`src/rtl/div_32.sv`:
```
// div_32: restoring shift-subtract divider, one quotient bit per clock.
// Define DIV_SIGNED_EN for two's-complement signed division.
module div_32 (
    input  logic        clock,
    input  logic        clear_n,
    input  logic        start,
    input  logic [31:0] dividend,
    input  logic [31:0] divisor,
    output logic [31:0] quotient,
    output logic [31:0] remainder,
    output logic        busy,
    output logic        done,
    output logic        div_zero
);

    typedef enum logic [1:0] {
        IDLE,
        CALC,
        ADJ
    } state_t;

    state_t      state_q, state_d;
    logic [31:0] r_q, r_d;
    logic [31:0] q_q, q_d;
    logic [31:0] b_q, b_d;
    logic [31:0] a_q, a_d;
    logic [4:0]  cnt_q, cnt_d;
    logic        dz_q, dz_d;
    logic [31:0] quot_q, quot_d;
    logic [31:0] rem_q, rem_d;
    logic        done_q, done_d;
    logic        dzo_q, dzo_d;
`ifdef DIV_SIGNED_EN
    logic        sa_q, sa_d;
    logic        sb_q, sb_d;
`endif

    logic [32:0] r_sh;
    logic [32:0] t;
    logic [31:0] mag_a, mag_b;
    logic [31:0] q_fin, r_fin;

    always_comb begin
        r_sh = {r_q, q_q[31]};
        t    = r_sh + ~{1'b0, b_q} + 33'd1;
`ifdef DIV_SIGNED_EN
        mag_a = dividend[31] ? -dividend : dividend;
        mag_b = divisor[31]  ? -divisor  : divisor;
        q_fin = (sa_q ^ sb_q) ? -q_q : q_q;
        // remainder follows the sign of the dividend
        r_fin = sa_q ? -r_q : r_q;
`else
        mag_a = dividend;
        mag_b = divisor;
        q_fin = q_q;
        r_fin = r_q;
`endif
    end

    always_comb begin
        state_d = state_q;
        r_d     = r_q;
        q_d     = q_q;
        b_d     = b_q;
        a_d     = a_q;
        cnt_d   = cnt_q;
        dz_d    = dz_q;
        quot_d  = quot_q;
        rem_d   = rem_q;
        done_d  = 1'b0;
        dzo_d   = dzo_q;
`ifdef DIV_SIGNED_EN
        sa_d    = sa_q;
        sb_d    = sb_q;
`endif
        unique case (state_q)
            IDLE: begin
                if (start) begin
                    state_d = CALC;
                    a_d     = dividend;
                    q_d     = mag_a;
                    b_d     = mag_b;
                    dz_d    = (divisor == 32'd0);
                    r_d     = 32'd0;
                    cnt_d   = 5'd0;
`ifdef DIV_SIGNED_EN
                    sa_d    = dividend[31];
                    sb_d    = divisor[31];
`endif
                end
            end
            CALC: begin
                // a clear borrow means the shifted remainder covers the divisor
                r_d   = t[32] ? r_sh[31:0] : t[31:0];
                q_d   = {q_q[30:0], ~t[32]};
                cnt_d = cnt_q + 5'd1;
                if (cnt_q == 5'd31) begin
                    state_d = ADJ;
                end
            end
            ADJ: begin
                state_d = IDLE;
                done_d  = 1'b1;
                dzo_d   = dz_q;
                quot_d  = dz_q ? 32'hFFFF_FFFF : q_fin;
                rem_d   = dz_q ? a_q : r_fin;
            end
            default: begin
                state_d = IDLE;
            end
        endcase
    end

    always_ff @(posedge clock or negedge clear_n) begin
        if (!clear_n) begin
            state_q <= IDLE;
        end else begin
            state_q <= state_d;
        end
    end

    always_ff @(posedge clock or negedge clear_n) begin
        if (!clear_n) begin
            r_q    <= 32'd0;
            q_q    <= 32'd0;
            b_q    <= 32'd0;
            a_q    <= 32'd0;
            cnt_q  <= 5'd0;
            dz_q   <= 1'b0;
            quot_q <= 32'd0;
            rem_q  <= 32'd0;
            done_q <= 1'b0;
            dzo_q  <= 1'b0;
`ifdef DIV_SIGNED_EN
            sa_q   <= 1'b0;
            sb_q   <= 1'b0;
`endif
        end else begin
            r_q    <= r_d;
            q_q    <= q_d;
            b_q    <= b_d;
            a_q    <= a_d;
            cnt_q  <= cnt_d;
            dz_q   <= dz_d;
            quot_q <= quot_d;
            rem_q  <= rem_d;
            done_q <= done_d;
            dzo_q  <= dzo_d;
`ifdef DIV_SIGNED_EN
            sa_q   <= sa_d;
            sb_q   <= sb_d;
`endif
        end
    end

    assign busy      = (state_q != IDLE);
    assign done      = done_q;
    assign quotient  = quot_q;
    assign remainder = rem_q;
    assign div_zero  = dzo_q;

endmodule

```
`config.mk`:
```
export PLATFORM = sky130hd
export DESIGN_NAME = div_32
export DESIGN_NICKNAME = d
export VERILOG_FILES = /design/src/rtl/div_32.sv
export SDC_FILE = /design/constraint.sdc
export NUM_CORES = 1
export LEC_CHECK = 0
export BUFFER_PORTS_ARGS = -buffer_cell sky130_fd_sc_hd__buf_2
export CAP_MARGIN = 20
export CORE_ASPECT_RATIO = 1.2
export CORE_MARGIN = 5
export CORE_UTILIZATION = 45
export CTS_BUF_LIST = sky130_fd_sc_hd__clkbuf_4
export CTS_CLUSTER_SIZE = 10
export DETAILED_ROUTE_END_ITERATION = 7
export PLACE_DENSITY = 0.65
export REMOVE_ABC_BUFFERS = 1
export SYNTH_ARGS = -nofsm -noshare
export SYNTH_HDL_FRONTEND = slang
export SYNTH_SLANG_ARGS = --single-unit
```
`constraint.sdc`:
```
create_clock -name clock -period 3.02 [get_ports clock]
set_input_delay 0.302 -clock clock [delete_from_list [all_inputs] [get_ports clock]]
set_output_delay 0.302 -clock clock [all_outputs]
set_load 0.03 [all_outputs]
```
==> summary.md, run 1 <==
| Metric | Value |
|---|---|
| Status | `completed` |
| Chip Height | `~180 um` |
| Max-cap viol count | `0` |
| WHS | `~0.24 ns` |
| Transition at the pin with the smallest max-transition slack | `0.940 ns` |
| Total global-route track usage | `0.223` |
| Final min period | `about 2.8 ns` |
| Clock tree from TritonCTS | `done` |
| Initial antenna violation count | `1` |
| Total number of clock tree sinks | `202` |
| Final Slew Violations | `0` |
| Syn Std Cell Area | `just over 10000 um2` |
| Initial Utilization | `0.456` |
| Share of async-settable or async-resettable flops after synthesis | `1.00` |
| Critical R2R Launch | `q_fin[31]` |
| Grt total ovfl | `0` |
| Cell-by-cell trace of the critical path | `inv_1, ha_1, inv_1, fa_1, nand3_2, a211oi_1, nor2_1, o21ai_2, a21oi_2, xor2_2, buf_4, or4_1, nand3_1` |
| Highest metal layer used by the detailed router | `met4` |
| Number of antenna-violating nets in the routed design | `0` |
| Highest clock frequency the design can meet | `353 MHz` |
| Max-Slew Margin vs Limit | `0.373` |
| Root buffer cell | `clkbuf_4` |
| Violation count after the first detailed-routing iteration | `approximately 470` |
| Met2 Wirelength | `14.0 mm` |
| Worst reg2reg setup slack | `roughly 0.19 ns` |
| Setup repair after global routing missed its margin | `no` |
| Fraction of synthesized cell area taken by the top area cell type | `0.494` |
| Via total after detailed routing | `9014` |
| Count of synthesis-stage warnings from yosys | `0` |
| Endpoint of the worst-slack reg-to-reg timing path | `r_fin[27]` |
| Critical path arrival | `~3.4 ns` |
| Critical Path Fanout Max | `11` |
| Maximum buffer depth of the clock tree | `3` |
| Area growth from synthesis to layout | `22.3%` |
| Hold WC Path Type | `input pin to async pin` |
| Placement Setup Slack | `approximately 0.11 ns` |
| P_leak | `0.00604 uW` |
| Setup crit end kind | `flop` |
| Per-instance average area after synthesis | `between 8 and 9 um2` |
| Worst Slack Setup Final | `roughly 0.19 ns` |
| Detailed Place HPWL | `19.7 mm` |
| Worst IR Drop VDD | `around 0.47 mV` |
| # DRC | `0` |
| Clock-pin slew on the worst setup and hold paths | `~0.06 ns` |
| Fraction of final layout cells sized beyond drive strength 1 | `0.175` |
| Post-detailed-placement cell area | `approximately 11000 um2` |
| Drt wl/cell | `approximately 17 um` |
| Reg2reg path depth | `13` |
| Routability cong. | `about 0.96` |
| Final-report hold violation count | `0` |
| Number of flops mapped to enable cells by yosys | `0` |
| Gate count after technology mapping | `roughly 1200` |
| Vias in the first global route | `slightly above 9000` |
| First-pass GRT wire length | `47.3 mm` |
| Share of the cycle needed by the critical path after routing | `0.939` |
| Detailed-route vias per instance | `roughly 5.3` |
| Number of buffers created by CTS | `51` |
| Placeable Area | `between 20000 and 25000 um2` |
| IO Pins | `approximately 130` |
| Fin area | `around 13000 um2` |
| Final setup violation count | `0` |
| Cell seen most often among critical-path stages | `inv_1` |
| Die span in x | `~150 um` |
| Critical Path Slowest Stage Cell | `or4_1` |
| Iteration count of the initial detailed-routing pass | `5` |
| Worst-case clock skew | `0.0406 ns` |
| Highest cell delay on the worst timing path | `about 0.5 ns` |
| Areal power density over the cells | `between 1000 and 1500 nW/um2` |
| H-tree levels | `2` |
| Cell taking the most area after synthesis | `dfrtp_1` |
| Top cells by instance count after synthesis | `321 x nand2_1, 202 x dfrtp_1, 131 x o21ai_0` |
| Synth unique cells | `55` |
| Final net count | `approximately 1500` |
| Proportion of synthesized chip area in sequential cells | `0.494` |
| Pin count of the biggest net entering global routing | `73` |
| Most instantiated library cell after synthesis | `nand2_1` |
| I/O Buffers | `around 130` |
| Leading register cell type out of synthesis | `dfrtp_1` |
| Sum of internal, switching and leakage power | `15000 uW` |
| DIE AREA | `25900 um2` |
| Clock latency on the worst-skew pair | `between 0.6 and 0.7 ns` |
| Setup crit start kind | `flop` |
| Flops & latches, synth | `between 200 and 250` |
| Class of the most critical setup path | `flop to flop` |
| Total length of routed met3 wires | `1.51 mm` |
| Row Count | `60` |
| DRT met1 WL | `12.0 mm` |
| Top cells by area, synth | `dfrtp_1 49%, nand2_1 12%, o21ai_0 6.4%` |
| Final Routed Wirelength | `between 20 and 30 mm` |
| Endpoint required time on the critical path | `roughly 3.6 ns` |
-- kinds of logic after synthesis --
kind of cell,after synthesis,share of synthesized area
buffers and inverters,113,0.0446
AO/OA/AOI/OAI,267,0.159
adder cells (fa/ha/maj),35,0.0435
multiplexers,33,0.0323
AND/OR/NAND/NOR,501,0.204
XOR/XNOR,26,0.0230
flip-flops,202,0.494
-- cell type report --
cell class / instances / area (um2)
diodes: 1 / 2.50
multi-input cells: 862 / 4770
flip-flops and latches: 202 / 5060
fillers: 2097 / 9920
repair buffers: 227 / 1610
well taps: 279 / 349
clock buffers: 69 / 518
clock inverters: 18 / 68.8
inverters: 42 / 158
-- registers in the layout, indices dropped and copies added, names as in the netlist --
register / flops
q_fin: 32
r_fin: 32
cnt_q: 5
dz_q: 1
state_q: 2
done: 1
div_zero: 1
a_q: 32
remainder: 32
quotient: 32
b_q: 32
-- critical path, delay by kind of cell, from the launching register on --
family | cells | cell delay, ns
AO/OA/AOI/OAI | 3 | 0.45
flip-flops | 1 | 0.39
buffers and inverters | 3 | 0.34
XOR/XNOR | 1 | 0.10
adder cells (fa/ha/maj) | 2 | 0.57
AND/OR/NAND/NOR | 4 | 0.91
-- placed cells by master, fill, tap and decap left out, types with 3 or more instances in the layout --
master	instances
o31ai_1	3
o21ai_0	131
a21oi_1	33
o211ai_1	6
a22oi_1	31
nand2b_1	4
dlygate4sd3_1	65
ha_1	34
and2_1	4
nor4_1	9
xnor2_1	14
buf_4	24
a21o_1	12
o21ai_1	4
inv_1	41
nand3_1	67
nor2b_1	3
clkbuf_4	69
nor3_1	6
buf_12	5
a32oi_1	13
dfrtp_1	201
or3_1	3
clkinv_1	17
xor2_1	11
mux2i_1	33
a211oi_1	6
or4_1	3
nor2_1	60
a31oi_1	5
and3_1	9
nand2_1	319
nand4_1	6
buf_2	132
-- how the worst max path moves through the flow --
stage	from	to
after detailed placement	q_fin[31]	r_fin[9]
final	q_fin[31]	r_fin[27]
after global placement	q_fin[31]	r_fin[27]
after CTS	q_fin[31]	r_fin[9]
after floorplan	state_q[1]	r_fin[21]
after global routing	q_fin[31]	r_fin[27]
-- through the flow --
| stage | TNS [ns] | instances | utilization |
|---|---|---|---|
| floorplan | -175.84 | 1106 | - |
| global route | 0 | 1700 | 0.558 |
| detailed placement | 0 | 1547 | 0.502 |
| finish | 0 | 1700 | 0.558 |
| global placement | 0 | 1547 | 0.502 |
| CTS | 0 | 1699 | 0.557 |
-- metal layers --
layer / vias up / GRT usage
met1: 4228 / 0.278
met3: 57 / 0.0410
li1: 4484 / -
met5: - / 0
met2: 245 / 0.385
met4: 0 / 0.0839
-- where the power goes --
part / internal [uW] / switching (uW) / leakage (uW) / total [uW]
logic: 3360 / 5060 / 0.00327 / 8420
clock network: 1050 / 1080 / 0.000348 / 2130
registers: 3750 / 713 / 0.00242 / 4460
total: 8160 / 6850 / 0.00604 / 15000
-- timing repair --
| item | CTS | global route |
|---|---|---|
| resized for setup | 0 | 3 |
| setup endpoints to repair | 0 | 10 |
| buffers inserted | 0 | 0 |
| hold buffers | 65 | 0 |
| endpoints found under the hold margin | 164 | 0 |
Note: power is estimated with default switching activity, not from simulation.
==> run 2: changes to the inputs <==
ABC_AREA = 1   (was not set)
PLACE_DENSITY = 0.64   (was 0.65)
==> run 2 against run 1 <==
Effect of this change: utilization shrank 0.60 points; sequential power grew 2%; non-clock buffer count shrank 11; total power grew 3.7%; critical endpoint is now r_fin[10]; highest routed layer unchanged.
==> summary.md, run 2 <==
| Metric | Value |
|---|---|
| Pin count of the biggest net entering global routing | `86` |
| Leading register cell type out of synthesis | `dfrtp_1` |
| Setup repair after global routing missed its margin | `no` |
| Chip Height | `182 um` |
| Status | `completed` |
| Most instantiated library cell after synthesis | `nand2_1` |
| Share of cell area taken by muxes after synthesis | `0` |
| Adder and majority cell fraction of the synthesized area | `0.0403` |
| Setup crit start kind | `flop` |
| Commonest cells after routing, fill and taps aside | `653 x nand2_1, 204 x inv_1, 201 x dfrtp_1` |
| Critical path arrival | `~3.1 ns` |
| Sequential power share | `0.292` |
| Iteration count of the initial detailed-routing pass | `5` |
| Die span in x | `between 150 and 200 um` |
| Hold WC Path Type | `input pin to flop` |
| Detailed-route vias per instance | `about 4.9` |
| Clock tree from TritonCTS | `done` |
| Switching power share of the total | `0.490` |
| Share of the cycle needed by the critical path after routing | `0.866` |
| Cell taking the most area after synthesis | `dfrtp_1` |
| Top cells by instance count after synthesis | `653 x nand2_1, 205 x inv_1, 202 x dfrtp_1` |
| Number of antenna-violating nets in the routed design | `0` |
| Count of placed standard cells in the final layout, fillers left out | `~2100` |
| Area growth from synthesis to layout | `20.0%` |
| Top cells by area, synth | `dfrtp_1 46%, nand2_1 22%, inv_1 7.0%` |
| Final Routed Wirelength | `about 31 mm` |
| Worst setup path endpoint | `r_fin[10]` |
| Cell total after placement | `around 2000` |
| Combinational power share | `0.574` |
| Endpoint of the worst-slack reg-to-reg timing path | `r_fin[10]` |
| Violation count after the first detailed-routing iteration | `530` |
| Post-route setup TNS | `0 ns` |
| DIE AREA | `between 20000 and 30000 um2` |
| Placeable Area | `around 24000 um2` |
| Critical R2R Launch | `q_fin[31]` |
| Per-instance average area after synthesis | `a little over 7 um2` |
| Total net switching power | `about 7600 uW` |
| Drt wl/cell | `between 10 and 15 um` |
| Post-synthesis xor/xnor area fraction | `0.0119` |
| Gate count after technology mapping | `between 1500 and 2000` |
| Routability cong. | `around 0.87` |
| Worst IR Drop VDD | `0.445 mV` |
| Total number of clock tree sinks | `202` |
| Syn Std Cell Area | `roughly 11000 um2` |
| Area fraction in compound gates after synthesis | `0.0772` |
| Total global-route track usage | `0.229` |
| Detailed Place HPWL | `between 20 and 25 mm` |
| Worst reg2reg setup slack | `0.40 ns` |
| Via total after detailed routing | `between 10000 and 15000` |
| First-pass GRT wire length | `approximately 52 mm` |
| Fraction of synthesized cell area taken by the top area cell type | `0.457` |
| Grt total ovfl | `0` |
| Proportion of synthesized chip area in sequential cells | `0.457` |
| Worst-case clock skew | `just under 0.04 ns` |
| Gates resized, CTS repair | `0` |
| Setup crit end kind | `flop` |
| Highest clock frequency the design can meet | `about 380 MHz` |
| P_leak | `about 0.0074 uW` |
| Vias in the first global route | `between 10000 and 15000` |
| Fraction of final layout cells sized beyond drive strength 1 | `0.142` |
| Max-Slew Margin vs Limit | `0.453` |
| Worst setup path startpoint | `q_fin[31]` |
| Max-cap viol count | `0` |
| Final min period | `2.62 ns` |
| IO Pins | `134` |
| Final Slew Violations | `0` |
| H-tree levels | `2` |
| Reg2reg path depth | `17` |
| Critical Path Fanout Max | `18` |
| # DRC | `0` |
| Maximum buffer depth of the clock tree | `3` |
| Root buffer cell | `clkbuf_4` |
| Share of async-settable or async-resettable flops after synthesis | `1.00` |
| Areal power density over the cells | `around 1200 nW/um2` |
| Flops & latches, synth | `approximately 200` |
| Initial antenna violation count | `1` |
| Number of buffers created by CTS | `50` |
| Internal | `around 8000 uW` |
| Most frequent standard cell in the layout excluding fill and tap cells | `nand2_1` |
| Number of buffers added to fix hold violations after cts | `66` |
| Initial Utilization | `0.460` |
| Synth unique cells | `33` |
| Final net count | `about 1900` |
| Endpoint required time on the critical path | `approximately 3.5 ns` |
| Clock power share | `0.134` |
| Number of flops mapped to enable cells by yosys | `0` |
| Transition at the pin with the smallest max-transition slack | `0.821 ns` |
| I/O Buffers | `about 130` |
| Count of synthesis-stage warnings from yosys | `0` |
| Post-synthesis share of cell area spent on and, or, nand and nor gates | `0.320` |
| Dominant combinational cell family by area after synthesis | `simple AND/OR/NAND/NOR gates` |
| Final-report hold violation count | `0` |
| Clock latency on the worst-skew pair | `~0.64 ns` |
| Class of the most critical setup path | `flop to flop` |
| Post-CTS setup buffers | `0` |
| Row Count | `62` |
| Final setup violation count | `0` |
| Clock-pin slew on the worst setup and hold paths | `0.06 ns` |
-- run 2: changes by cell type after synthesis, moves of 10 or more --
cell     change
a21o_1      -10
xor2_1      -10
nand2_1    +332
nand2_2     +17
nand3_1     +22
a21oi_1     -13
mux2i_1     -33
inv_1      +164
a32oi_1     -13
a22oi_1     -31
nor2_1      +20
-- run 2: area by class of cell --
type | instances | area (um2)
Tap cell | 320 | 400
Clock buffer | 71 | 533
Inverter | 208 | 781
Timing Repair Buffer | 216 | 1500
Multi-Input combinational cell | 1090 | 4980
Antenna cell | 1 | 2.50
Fill cell | 2352 | 10800
Clock inverter | 4 | 18.8
Sequential cell | 202 | 5060
-- run 2: worst min-delay path by stage --
stage,from,to,slack [ns],depth (start not counted)
after floorplan,clear_n,a_q[0],0.006,0
after global placement,clear_n,quotient[8],0.41,1
after detailed placement,clear_n,quotient[8],0.41,1
after CTS,start,r_fin[26],0.10,6
after global routing,start,r_fin[23],0.15,6
final,start,r_fin[23],0.15,6
-- run 2: layer usage --
layer / wire (um) / vias up / track usage
met5: 0 / - / 0
met4: 383 / 0 / 0.0538
met2: 14700 / 227 / 0.372
met1: 14900 / 4851 / 0.321
li1: - / 5242 / -
met3: 1470 / 31 / 0.0395
-- run 2: logic make-up after synthesis --
group           Yosys count
xor+xnor                 15
fa+ha+maj                35
compound gates          164
buf+inv                 263
flops                   202
simple gates            876
-- run 2: through the flow --
stage	hold WS (ns)	util	setup WS, ns	power (uW)	area [um2]
4_1_cts	0.100	0.552	0.378	15700	13300
5_1_grt	0.151	0.552	0.147	17300	13300
6_report	0.151	0.552	0.404	15600	13300
2_1_floorplan	0.00641	-	-1.05	10900	10800
3_3_place_gp	0.413	0.502	0.523	13300	12100
3_5_place_dp	0.413	0.502	0.420	13400	12100
-- run 2: power by group through the flow --
stage | Sequential, uW | Clock, uW | Combinational, uW
6_report | 4550 | 2090 | 8940
5_1_grt | 4680 | 2290 | 10300
4_1_cts | 4540 | 2170 | 8970
3_5_place_dp | 4570 | 0 | 8870
3_3_place_gp | 4550 | 0 | 8780
2_1_floorplan | 4610 | 0 | 6280
-- run 2: critical path, cell delays in order (launching register included) --
cell	delay, ns
dfrtp_1	0.36
inv_1	0.13
ha_1	0.18
inv_1	0.06
fa_1	0.42
nand2_1	0.10
nand2_1	0.05
nand3b_1	0.10
nand2_2	0.10
nand2_2	0.07
nand2_2	0.06
nand2_2	0.08
nand3_1	0.12
nand2_4	0.25
buf_12	0.19
nand2_1	0.07
nand3_1	0.07
nand2_1	0.07
==> run 3: changes to the inputs <==
BUFFER_PORTS_ARGS = not set   (was -buffer_cell sky130_fd_sc_hd__buf_2)
DONT_BUFFER_PORTS = 1   (was not set)
PLACE_DENSITY = 0.6   (was 0.64)
==> run 3 against run 2 <==
Effect of this change: the run now ends with hold timing left; combinational power decreased by 7.6%; global-route usage increased by 0.094 points; maximum frequency decreased by 4.5%; highest routed layer unchanged; non-clock buffer count decreased by 139; clock power increased by 12%; hold slack got worse by 0.84 ns; die area unchanged; critical path depth unchanged; total power decreased by 0.49%; first-iteration DRC count increased by 13%; critical path type unchanged; clock skew increased by 0.042 ns.
==> summary.md, run 3 (synthesis gave the netlist of run 2 again) <==
| Metric | Value |
|---|---|
| Setup repair after global routing missed its margin | `no` |
| Violation count after the first detailed-routing iteration | `around 600` |
| Routability cong. | `approximately 0.91` |
| Clock latency on the worst-skew pair | `~0.70 ns` |
| Highest cell delay on the worst timing path | `around 0.42 ns` |
| Total global-route track usage | `0.229` |
| Violated checks | `hold timing` |
| Grt total ovfl | `0` |
| Root buffer cell | `clkbuf_4` |
| Hold WC Path Type | `input pin to async pin` |
| Initial antenna violation count | `1` |
| Sum of internal, switching and leakage power | `between 15000 and 20000 uW` |
| Total number of clock tree sinks | `a little over 200` |
| Drt wl/cell | `15.8 um` |
| Iteration count of the initial detailed-routing pass | `5` |
| Commonest cells after routing, fill and taps aside | `653 x nand2_1, 204 x inv_1, 201 x dfrtp_1` |
| H-tree levels | `2` |
| Number of buffers added to fix hold violations after cts | `65` |
| Fraction of final layout cells sized beyond drive strength 1 | `0.0736` |
| Number of antenna-violating nets in the routed design | `0` |
| Share of the cycle needed by the critical path after routing | `0.906` |
| Critical Path Slowest Stage Cell | `fa_1` |
| Die span in x | `approximately 150 um` |
| Initial Utilization | `0.460` |
| Detailed Place HPWL | `around 22 mm` |
| Critical path's top delay family | `simple AND/OR/NAND/NOR gates` |
| Placeable Area | `24000 um2` |
| Class of the most critical setup path | `flop to flop` |
| Worst-case clock skew | `slightly above 0.08 ns` |
| IO Pins | `approximately 130` |
| I/O Buffers | `0` |
| Worst reg2reg setup slack | `~0.28 ns` |
| Number of buffers created by CTS | `52` |
| Transition at the pin with the smallest max-transition slack | `roughly 0.9 ns` |
| Status | `finished, violations left` |
| Max-Slew Margin vs Limit | `0.408` |
| WHS | `-0.685 ns` |
| Maximum buffer depth of the clock tree | `3` |
| Final-report hold violation count | `202` |
| Pin count of the biggest net entering global routing | `203` |
| Cell total after placement | `about 1800` |
| Final Slew Violations | `0` |
| Final Routed Wirelength | `31.5 mm` |
| Clock-pin slew on the worst setup and hold paths | `~0.09 ns` |
| Chip Height | `between 150 and 200 um` |
| Clock tree from TritonCTS | `done` |
| Post-route setup TNS | `0 ns` |
| Number of buffer and inverter stages on the critical path | `2` |
| Row Count | `slightly above 60` |
| Setup crit start kind | `flop` |
| Areal power density over the cells | `approximately 1200 nW/um2` |
| P_leak | `just under 0.007 uW` |
| Cell seen most often among critical-path stages | `nand2_1` |
| Final net count | `1733` |
| Critical Path Fanout Max | `33` |
| Via total after detailed routing | `9857` |
| Final setup violation count | `0` |
| Highest clock frequency the design can meet | `about 370 MHz` |
| Post-CTS setup buffers | `0` |
| Count of placed standard cells in the final layout, fillers left out | `around 2000` |
| Critical path arrival | `between 3 and 4 ns` |
| Vias in the first global route | `around 10000` |
| Area growth from synthesis to layout | `14.3%` |
| Cell-by-cell trace of the critical path | `inv_1, ha_1, inv_1, fa_1, nand2_1, nand2_1, nand3b_1, nand2_2, nand2_2, nand2_2, nand2_2, nand3_1, nand2_4, nand2_1, nand2_1, nand2_1, nand2_1` |
| Setup crit end kind | `flop` |
| First-pass GRT wire length | `around 52 mm` |
| Gates resized, CTS repair | `0` |
| Worst IR Drop VDD | `around 0.57 mV` |
| DIE AREA | `~28000 um2` |
| Most frequent standard cell in the layout excluding fill and tap cells | `nand2_1` |
| Final min period | `2.74 ns` |
| Endpoint required time on the critical path | `around 3.6 ns` |
| # DRC | `0` |
| Max-cap viol count | `0` |
| Detailed-route vias per instance | `approximately 4.9` |
==> run 3: final timing paths <==
kind	start	end	cells after the start
max	q_fin[31]	r_fin[26]	17
min reg2reg	a_q[6]	a_q[6]	2
min in group clock	start	a_q[2]	4
max in group asynchronous	clear_n	dz_q	0
max reg2reg	q_fin[31]	r_fin[26]	17
min	clear_n	r_fin[14]	0
==> run 3: metal layers <==
layer,global-route usage,wire [um]
met4,0.0599,625
met3,0.0407,1490
met1,0.315,14800
met2,0.377,14600
met5,0,0
==> run 3: layout make-up <==
class,count,area [um2]
Antenna cell,1,2.50
Clock buffer,73,548
Clock inverter,21,118
Fill cell,2439,11400
Inverter,208,781
Multi-Input combinational cell,1090,4980
Sequential cell,202,5060
Tap cell,320,400
Timing Repair Buffer,77,753
==> run 3: metrics by stage <==
stage / hold WS, ns / cell area, um2 / setup WS (ns) / util
global placement: 0.0128 / 11300 / 0.442 / 0.471
global route: -0.728 / 12600 / 0.00500 / 0.526
CTS: -0.762 / 12600 / 0.267 / 0.526
detailed placement: 0.0114 / 11300 / 0.378 / 0.471
floorplan: 0.00641 / 10800 / -1.05 / -
finish: -0.685 / 12600 / 0.282 / 0.526
==> run 3: worst register-to-register path, cell delays in order, from the launching register on <==
cell      delay [ns]
dfrtp_1         0.36
inv_1           0.12
ha_1            0.18
inv_1           0.06
fa_1            0.42
nand2_1         0.10
nand2_1         0.06
nand3b_1        0.09
nand2_2         0.10
nand2_2         0.08
nand2_2         0.06
nand2_2         0.08
nand3_1         0.11
nand2_4         0.35
nand2_1         0.23
nand2_1         0.10
nand2_1         0.05
nand2_1         0.05
==> run 3: power by group <==
part	internal [uW]	switching [uW]
Combinational	2910	5360
Clock	1210	1140
Sequential	3780	1100
Total	7900	7590
